**src/rtl/seg_scan_driver_pkg.sv**
```systemverilog
// ============================================================================
//  Module      : seg_scan_driver_pkg
//  Description : Shared constants, types and pin-polarity helpers for the
//                4-digit 7-segment scan driver.
//  Revision    : 1.0 - initial release
// ============================================================================
`default_nettype none

package seg_scan_driver_pkg;

    localparam int C_NUM_DIGITS          = 4;
    localparam int C_DEFAULT_REFRESH_DIV = 50000;

    typedef logic [1:0] dig_idx_t;

    // Converts logical "on" bits to pin levels for either board polarity.
    function automatic logic [C_NUM_DIGITS-1:0] pin_level(
        input logic [C_NUM_DIGITS-1:0] active,
        input bit                      active_low
    );
        return active_low ? ~active : active;
    endfunction

    function automatic logic pin_level1(input logic active, input bit active_low);
        return active_low ? ~active : active;
    endfunction

endpackage

`default_nettype wire

```
**src/rtl/seg_refresh_counter.sv**
```systemverilog
// ============================================================================
//  Module      : seg_refresh_counter
//  Description : Slot divider and digit index counter; flags the edge that
//                ends each digit slot and the edge that ends the frame.
//  Revision    : 1.0 - initial release
// ============================================================================
`default_nettype none

module seg_refresh_counter
    import seg_scan_driver_pkg::*;
#(
    parameter int REFRESH_DIV = C_DEFAULT_REFRESH_DIV
) (
    input  logic       clk,
    input  logic       rst,
    output logic [1:0] dig_idx_nxt_o,
    output logic       slot_start_o,
    output logic       frame_wrap_o
);

    localparam int              CW         = $clog2(REFRESH_DIV);
    localparam logic [CW-1:0]   C_DIV_LAST = CW'(REFRESH_DIV - 1);

    logic [CW-1:0] div_cnt_q, div_cnt_d;
    dig_idx_t      dig_idx_q, dig_idx_d;

    // slot_start_o is high on the edge after which div_cnt reads 0.
    always_comb begin
        slot_start_o = (div_cnt_q == C_DIV_LAST);
        frame_wrap_o = slot_start_o && (dig_idx_q == 2'd3);
        div_cnt_d    = slot_start_o ? '0 : div_cnt_q + CW'(1);
        dig_idx_d    = slot_start_o ? dig_idx_q + 2'd1 : dig_idx_q;
    end

    always_ff @(posedge clk) begin
        if (rst) begin
            div_cnt_q <= '0;
            dig_idx_q <= '0;
        end else begin
            div_cnt_q <= div_cnt_d;
            dig_idx_q <= dig_idx_d;
        end
    end

    assign dig_idx_nxt_o = dig_idx_d;

endmodule

`default_nettype wire

```
**src/rtl/seg_scan_driver.sv**
```systemverilog
// ============================================================================
//  Module      : seg_scan_driver
//  Description : Time-multiplexed 4-digit scan controller with double-buffered
//                value, dead time, leading-zero blanking and decimal points.
//  Revision    : 1.0 - initial release
// ============================================================================
`default_nettype none

module seg_scan_driver
    import seg_scan_driver_pkg::*;
#(
    parameter int NUM_DIGITS    = C_NUM_DIGITS,
    parameter int REFRESH_DIV   = C_DEFAULT_REFRESH_DIV,
    parameter bit EN_ACTIVE_LOW = 1'b1
) (
    input  logic                    clk,
    input  logic                    rst,
    input  logic [4*NUM_DIGITS-1:0] value_in,
    input  logic                    load,
    input  logic [NUM_DIGITS-1:0]   dot_in,
    input  logic                    blank_lz,
    output logic [3:0]              hex,
    output logic [NUM_DIGITS-1:0]   digit_en,
    output logic                    dp,
    output logic                    frame_done
);

    logic [4*NUM_DIGITS-1:0] pend_val_q, pend_val_d, disp_val_q, disp_val_d;
    logic [NUM_DIGITS-1:0]   pend_dot_q, pend_dot_d, disp_dot_q, disp_dot_d;
    logic [3:0]              hex_q, hex_d;
    logic [NUM_DIGITS-1:0]   digit_en_q, digit_en_d;
    logic                    dp_q, dp_d;
    logic                    frame_done_q, frame_done_d;

    logic [1:0]              w_idx_nxt;
    logic                    w_slot_start;
    logic                    w_frame_wrap;
    logic [4*NUM_DIGITS-1:0] w_upper;
    logic [NUM_DIGITS-1:0]   w_onehot;
    logic                    w_blank;
    logic                    w_lit;

    seg_refresh_counter #(
        .REFRESH_DIV (REFRESH_DIV)
    ) u_refresh (
        .clk           (clk),
        .rst           (rst),
        .dig_idx_nxt_o (w_idx_nxt),
        .slot_start_o  (w_slot_start),
        .frame_wrap_o  (w_frame_wrap)
    );

    // Outputs are computed from next-cycle state so hex, enable and dot for a
    // slot all appear on the same edge as the counter enters that slot.
    always_comb begin
        pend_val_d = load ? value_in : pend_val_q;
        pend_dot_d = load ? dot_in   : pend_dot_q;
        disp_val_d = w_frame_wrap ? pend_val_q : disp_val_q;
        disp_dot_d = w_frame_wrap ? pend_dot_q : disp_dot_q;

        w_upper  = disp_val_d >> {w_idx_nxt, 2'b00};
        w_blank  = blank_lz && (w_idx_nxt != 2'd0) && (w_upper == '0);
        w_lit    = !w_slot_start && !w_blank;
        w_onehot = '0;
        w_onehot[w_idx_nxt] = 1'b1;

        hex_d        = disp_val_d[{w_idx_nxt, 2'b00} +: 4];
        digit_en_d   = pin_level(w_lit ? w_onehot : '0, EN_ACTIVE_LOW);
        dp_d         = pin_level1(w_lit && disp_dot_d[w_idx_nxt], EN_ACTIVE_LOW);
        frame_done_d = w_frame_wrap;
    end

    always_ff @(posedge clk) begin
        if (rst) begin
            pend_val_q   <= '0;
            pend_dot_q   <= '0;
            disp_val_q   <= '0;
            disp_dot_q   <= '0;
            hex_q        <= '0;
            digit_en_q   <= pin_level('0, EN_ACTIVE_LOW);
            dp_q         <= pin_level1(1'b0, EN_ACTIVE_LOW);
            frame_done_q <= 1'b0;
        end else begin
            pend_val_q   <= pend_val_d;
            pend_dot_q   <= pend_dot_d;
            disp_val_q   <= disp_val_d;
            disp_dot_q   <= disp_dot_d;
            hex_q        <= hex_d;
            digit_en_q   <= digit_en_d;
            dp_q         <= dp_d;
            frame_done_q <= frame_done_d;
        end
    end

    assign hex        = hex_q;
    assign digit_en   = digit_en_q;
    assign dp         = dp_q;
    assign frame_done = frame_done_q;

endmodule

`default_nettype wire

```
**config.mk**
```make
export PLATFORM = sky130hd
export DESIGN_NAME = seg_scan_driver
export DESIGN_NICKNAME = d
export VERILOG_FILES = /design/src/rtl/seg_scan_driver_pkg.sv /design/src/rtl/seg_refresh_counter.sv /design/src/rtl/seg_scan_driver.sv
export SDC_FILE = /design/constraint.sdc
export NUM_CORES = 1
export LEC_CHECK = 0
export CAP_MARGIN = 20
export CORE_MARGIN = 10
export CORE_UTILIZATION = 40
export CTS_CLUSTER_DIAMETER = 40
export DETAILED_ROUTE_END_ITERATION = 10
export DONT_BUFFER_PORTS = 1
export GPL_TIMING_DRIVEN = 0
export PLACE_DENSITY = 0.53
export SYNTH_ARGS = -nofsm -noshare
export SYNTH_HDL_FRONTEND = slang
export SYNTH_SLANG_ARGS = --single-unit
```
**constraint.sdc**
```tcl
create_clock -name clk -period 3.6 [get_ports clk]
set_input_delay 0.36 -clock clk [delete_from_list [all_inputs] [get_ports clk]]
set_output_delay 0.36 -clock clk [all_outputs]
set_load 0.1 [all_outputs]
```
=== Word-level counts from Yosys, hierarchy flattened ===
Index checks and enable logic that the tools add are counted.

* $add $sub $neg: 2
* Multipliers: 0
* Divide/modulo/power cells: 0
* Order comparisons: 2
* Eq/ne operators: 2
* Shift-type cells: 2
* Muxes and demuxes: 8
* Bitwise operators: 2
* Reduce and logical (&&, ||, !) cells: 11

{| class="wikitable"
|+ Operators with widths
! cell !! count
|-
| $add 16x1->16 const B || 1
|-
| $eq 16x16->1 const B || 1
|-
| $logic_not 16->1 || 1
|-
| $mux 16 || 1
|-
| $shiftx 16x5->4 || 1
|-
| $shr 16x4->16 || 1
|-
| $mux 4 || 2
|-
| $logic_and 1x1->1 || 6
|-
| $not 4->4 || 1
|-
| $lt 2x3->1 const B || 1
|-
| $add 2x1->2 const B || 1
|-
| $bmux 1 s2 || 1
|-
| $demux 1 s2 || 1
|-
| $eq 2x2->1 const B || 1
|-
| $ge 2x1->1 const B || 1
|-
| $logic_not 1->1 || 2
|-
| $mux 1 || 2
|-
| $mux 2 || 1
|-
| $reduce_bool 2->1 || 1
|-
| $reduce_or 2->1 || 1
|-
| $not 1->1 || 1
|}

* Flip-flop bits (word level): 68
* Latch bits: 0
* Bits in writable memories: 0
* ROM bits: 0
* Input bits: 24
* Output and inout bits: 10
* Logic and storage cells: 39
* Memories: 0

=== Depth between registers and ports, before layout ===
* Depth in word-level cells: 10
* Gate-level depth with buffers: 10

=== Hierarchy ===
Synthesis repeated with hierarchy kept, for this count alone.

* Cell total of the unflattened synthesis: 284
* Area total of the unflattened synthesis: 2872.8 um^2

{| class="wikitable"
|+ By module, submodules not included
! module !! times used !! cells each !! area an instance (um^2) !! seq. area each (um^2)
|-
| seg_scan_driver || 1 || 188 || 2055.7 || 1001.0
|-
| seg_refresh_counter || 1 || 96 || 817.0 || 360.3
|}

=== Worst setup path after synthesis ===
Ideal clock, no wire load.

* Path type: register to register
* From: register u_refresh.dig_idx_q[0]
* To: register digit_en_q[1], in the netlist digit_en[1]
* Setup time: 0.065 ns
* Arrival: 2.082 ns
* Required time: 3.535 ns
* Path slack: 1.453 ns
* Stages on the path, launching flop included: 10
* Buffers on the path: 2
* Period minus slack after synthesis: 2.147 ns
* Cells stage by stage: dfxtp_1 -> ha_1 -> buf_2 -> clkbuf_1 -> inv_1 -> or2_1 -> o32a_1 -> a31oi_1 -> nand4_2 -> nand4_1

* Word-level cells in the longest chain between the ends: 10
* Elaborated cells on any way between the ends: 19
* Those cells by class: add/sub: 1; order compare: 2; eq/ne: 1; shift: 1; mux: 5; bitwise: 1; reduce/logical: 8

{| class="wikitable"
|+ RTL lines
! element !! line !! text
|-
| from (decl) || seg_refresh_counter.sv:25 || <nowiki>dig_idx_t dig_idx_q, dig_idx_d;</nowiki>
|-
| from (signal assigned) || seg_refresh_counter.sv:41 || <nowiki>dig_idx_q <= dig_idx_d;</nowiki>
|-
| parallel branches: the longest is 8 deep, another holds $add 2x1->2 || -- ||
|-
| $mux 4 * || seg_scan_driver.sv:68 || <nowiki>digit_en_d = pin_level(w_lit ? w_onehot : '0, EN_ACTIVE_LOW);</nowiki>
|-
| $not 4->4 * || seg_scan_driver_pkg.sv:21 || <nowiki>return active_low ? ~active : active;</nowiki>
|-
| to (signal assigned) || seg_scan_driver.sv:80 || <nowiki>digit_en_q <= pin_level('0, EN_ACTIVE_LOW);</nowiki>
|-
| to (signal assigned) || seg_scan_driver.sv:89 || <nowiki>digit_en_q <= digit_en_d;</nowiki>
|-
| to (decl) || seg_scan_driver.sv:31 || <nowiki>logic [NUM_DIGITS-1:0] digit_en_q, digit_en_d;</nowiki>
|}

Every way passes the cells marked *.
A chain may end at the register's enable or synchronous reset.

=== Worst setup path after layout ===
Ends and elaborated chain as after synthesis.

==> summary.md <==
| Metric | Value |
|---|---|
| Status | finished, final reports clean |
| Slew Viols, Final | 0 |
| Global-route wire length before repair | 12200 um |
| Most common cell after layout, fill and taps aside | dfxtp_1 |
| Critical path's largest stage delay | 0.47 ns |
| Clk slew on worst S/H paths | 0.07 ns |
| Layout Nets | 366 |
| Clock Sinks | 68 |
| Longest Clk Path Bufs | 2 |
| Global route overflow | 0 |
| RSZ-0062 raised after global routing | no |
| Ys async rst share | 0 |
| CTS tree | built |
| Initial core utilization | 0.414 |
| Syn_area_per_cell | a little over 9 um^2 |
| RD Place Congestion | 0.824 |
| Post-synth cell types | 42 |
| Critical Path AT | 3.02 ns |
| 1st-iter DRT viols | 79 |
| Cts hold-fix bufs | 0 |
| # Post-CTS Setup Buffers | 0 |
| # setup viols final | 0 |
| Pre-CTS setup slack | 0.899 ns |
| Antenna violations before repair | 1 |
| FP Rows | 31 |
| Total number of vias | 2324 |
| Crit-path cells | ha_1 -> buf_2 -> clkbuf_1 -> inv_1 -> or2_1 -> o32a_1 -> a31oi_1 -> nand4_2 -> nand4_1 |
| Syn_nets | 355 |
| Synthesis-to-layout area growth | 9.94% |
| PwrDens | 420 nW/um^2 |
| Fmax | 364 MHz |
| Final worst path period need | 2.75 ns |
| Vias in the first global route | approximately 2300 |
| Drt total wl | 7280 um |
| Post-synthesis sequential area ratio | 0.449 |
| # port buffers | 0 |
| Leakage | 0.00125 uW |
| Synth area leader | dfxtp_1 |
| CP required | 3.87 ns |
| Flops & latches, synth | between 60 and 70 |
| Placed wire-length estimate | 5320 um |
| R2R setup slack | 0.85 ns |
| Core area | 7330 um^2 |
| Design Power | about 1400 uW |
| Setup crit start | u_refresh.dig_idx_q[0] |
| Max VDD drop | 0.349 mV |
| Die height | roughly 110 um |
| Io pins | 34 |
| Die ar. | 11500 um^2 |
| Worst r2r src | u_refresh.dig_idx_q[0] |
| Slowest CP cell | dfxtp_1 |
| CP Capture Type | flop |
| Most frequent cells in the layout | dfxtp_1, nand2_1, nor2_1 |
| Worst setup path end | digit_en[1] |
| Worst-Skew Late Latency | 0.33 ns |
| Total CTS buffers | 9 |
| Htree depth | 3 |
| Reg-to-Reg End | digit_en[1] |
| WS Path Type | reg -> reg |
| Share of cells above drive strength 1 | 0.105 |
| Main flop type after synthesis | dfxtp_1 |
| Setup TNS | 0 ns |
| Syn Std Cell Area | 3030 um^2 |
| # DRC | 0 |
| Rel. slew slack | 0.360 |
| Tightest Pin Transition | between 0.9 and 1 ns |
| Critical path startpoint category | flop |
| Synth warnings | 0 |
| Number of synthesized flops with an enable pin | 0 |
| Fin crit share | 0.764 |
| Synth area leaders | dfxtp_1, mux2i_1, nand2_1 |
| Synth top area share | 0.449 |
| Fin worst setup slack | 0.851 ns |
| Root Driver | clkbuf_8 |
| Syn Inst Count | around 330 |
| Routed Antenna Nets | 0 |
| Post-CTS Resized | 0 |
| Worst-path maximum fanout | 10 |
| Final Hold Viols | 0 |
| Gr usage total | 0.133 |
| Drt wl/cell | between 15 and 20 um |
| DRT Pass-1 Iters | 4 |
| Clk_skew | between 0.009 and 0.01 ns |
| Worst Reg2Reg Path Length in Cells | 9 |
| Max Cap Violations | 0 |
| Via density | 5.25 |
| Largest net degree at the start of global routing | 11 |
| HP Class | in -> reg |
| DIE WIDTH | 107 um |
==> final cells by class <==
cell class	count	area (um^2)
flip-flops and latches	68	1360
inverters	2	7.51
diodes	1	2.50
clock buffers	12	165
clock inverters	2	10.0
multi-input cells	240	1590
plain buffers	19	80.1
well taps	99	124
fillers	736	4000
==> worst max-delay path: cells and delay by family (launching register included) <==
| kind | cells | cell delay, ns |
|---|---|---|
| fa+ha+maj | 1 | 0.18 |
| flops | 1 | 0.47 |
| simple gates | 3 | 0.64 |
| buf+inv | 3 | 0.82 |
| compound gates | 2 | 0.57 |
==> flip-flops by register name, indices dropped and copies added, names as in the netlist <==
register	flops
hex	4
pend_val_q	16
pend_dot_q	4
dp	1
frame_done	1
disp_val_q	16
digit_en	4
disp_dot_q	4
u_refresh.div_cnt_q	16
u_refresh.dig_idx_q	2
==> synth_stat cells, drive strengths merged (3+ instances only) <==
cell,count
dfxtp,68
nand2,52
nor2,49
mux2i,29
a21oi,24
clkbuf,10
buf,9
nand3,9
mux4,7
xnor2,7
xor2,7
nand4,6
nor2b,5
and3,4
nor4,4
a2111oi,3
a211oi,3
mux2,3
==> how the worst min path moves through the flow <==
stage	start	endpoint	slack [ns]	cells past startpoint
3_3_place_gp	u_refresh.div_cnt_q[0]	u_refresh.div_cnt_q[0]	0.44	1
6_report	value_in[4]	pend_val_q[4]	0.17	2
2_1_floorplan	u_refresh.div_cnt_q[0]	u_refresh.div_cnt_q[0]	0.42	1
4_1_cts	value_in[14]	pend_val_q[14]	0.16	2
3_5_place_dp	u_refresh.div_cnt_q[0]	u_refresh.div_cnt_q[0]	0.44	1
5_1_grt	value_in[9]	pend_val_q[9]	0.17	2
==> kinds of logic (layout without fill, tap and decap cells) <==
group	Yosys count	after routing	synth area share
simple gates	144	144	0.231
flops	68	68	0.449
compound gates	41	41	0.0841
mux	39	39	0.159
buf+inv	21	35	0.0289
xor+xnor	14	14	0.0404
fa+ha+maj	2	2	0.00825
other cells	0	1	0
==> metrics by stage <==
step | instances | instance area, um^2 | utilization | hold WS, ns
after floorplan | 329 | 3030 | - | 0.418
after global placement | 428 | 3160 | 0.431 | 0.436
after detailed placement | 428 | 3160 | 0.431 | 0.443
after CTS | 442 | 3330 | 0.455 | 0.159
after global routing | 442 | 3330 | 0.455 | 0.169
final | 443 | 3340 | 0.455 | 0.173
==> metal layers <==
layer,up-vias,share of wire,global-route usage,routed length [um]
met4,0,0.015,0.0522,108
met2,45,0.44,0.198,3200
met5,-,0,0,0
met1,1106,0.48,0.170,3530
li1,1167,-,-,-
met3,6,0.060,0.0491,439
==> power by group <==
part	total (uW)	leakage (uW)	internal (uW)	switching, uW
Sequential	788	0.000553	769	19.3
Clock	561	0.0000941	297	265
Combinational	52.0	0.000607	22.0	30.1
(Power assumes the default switching activity.)
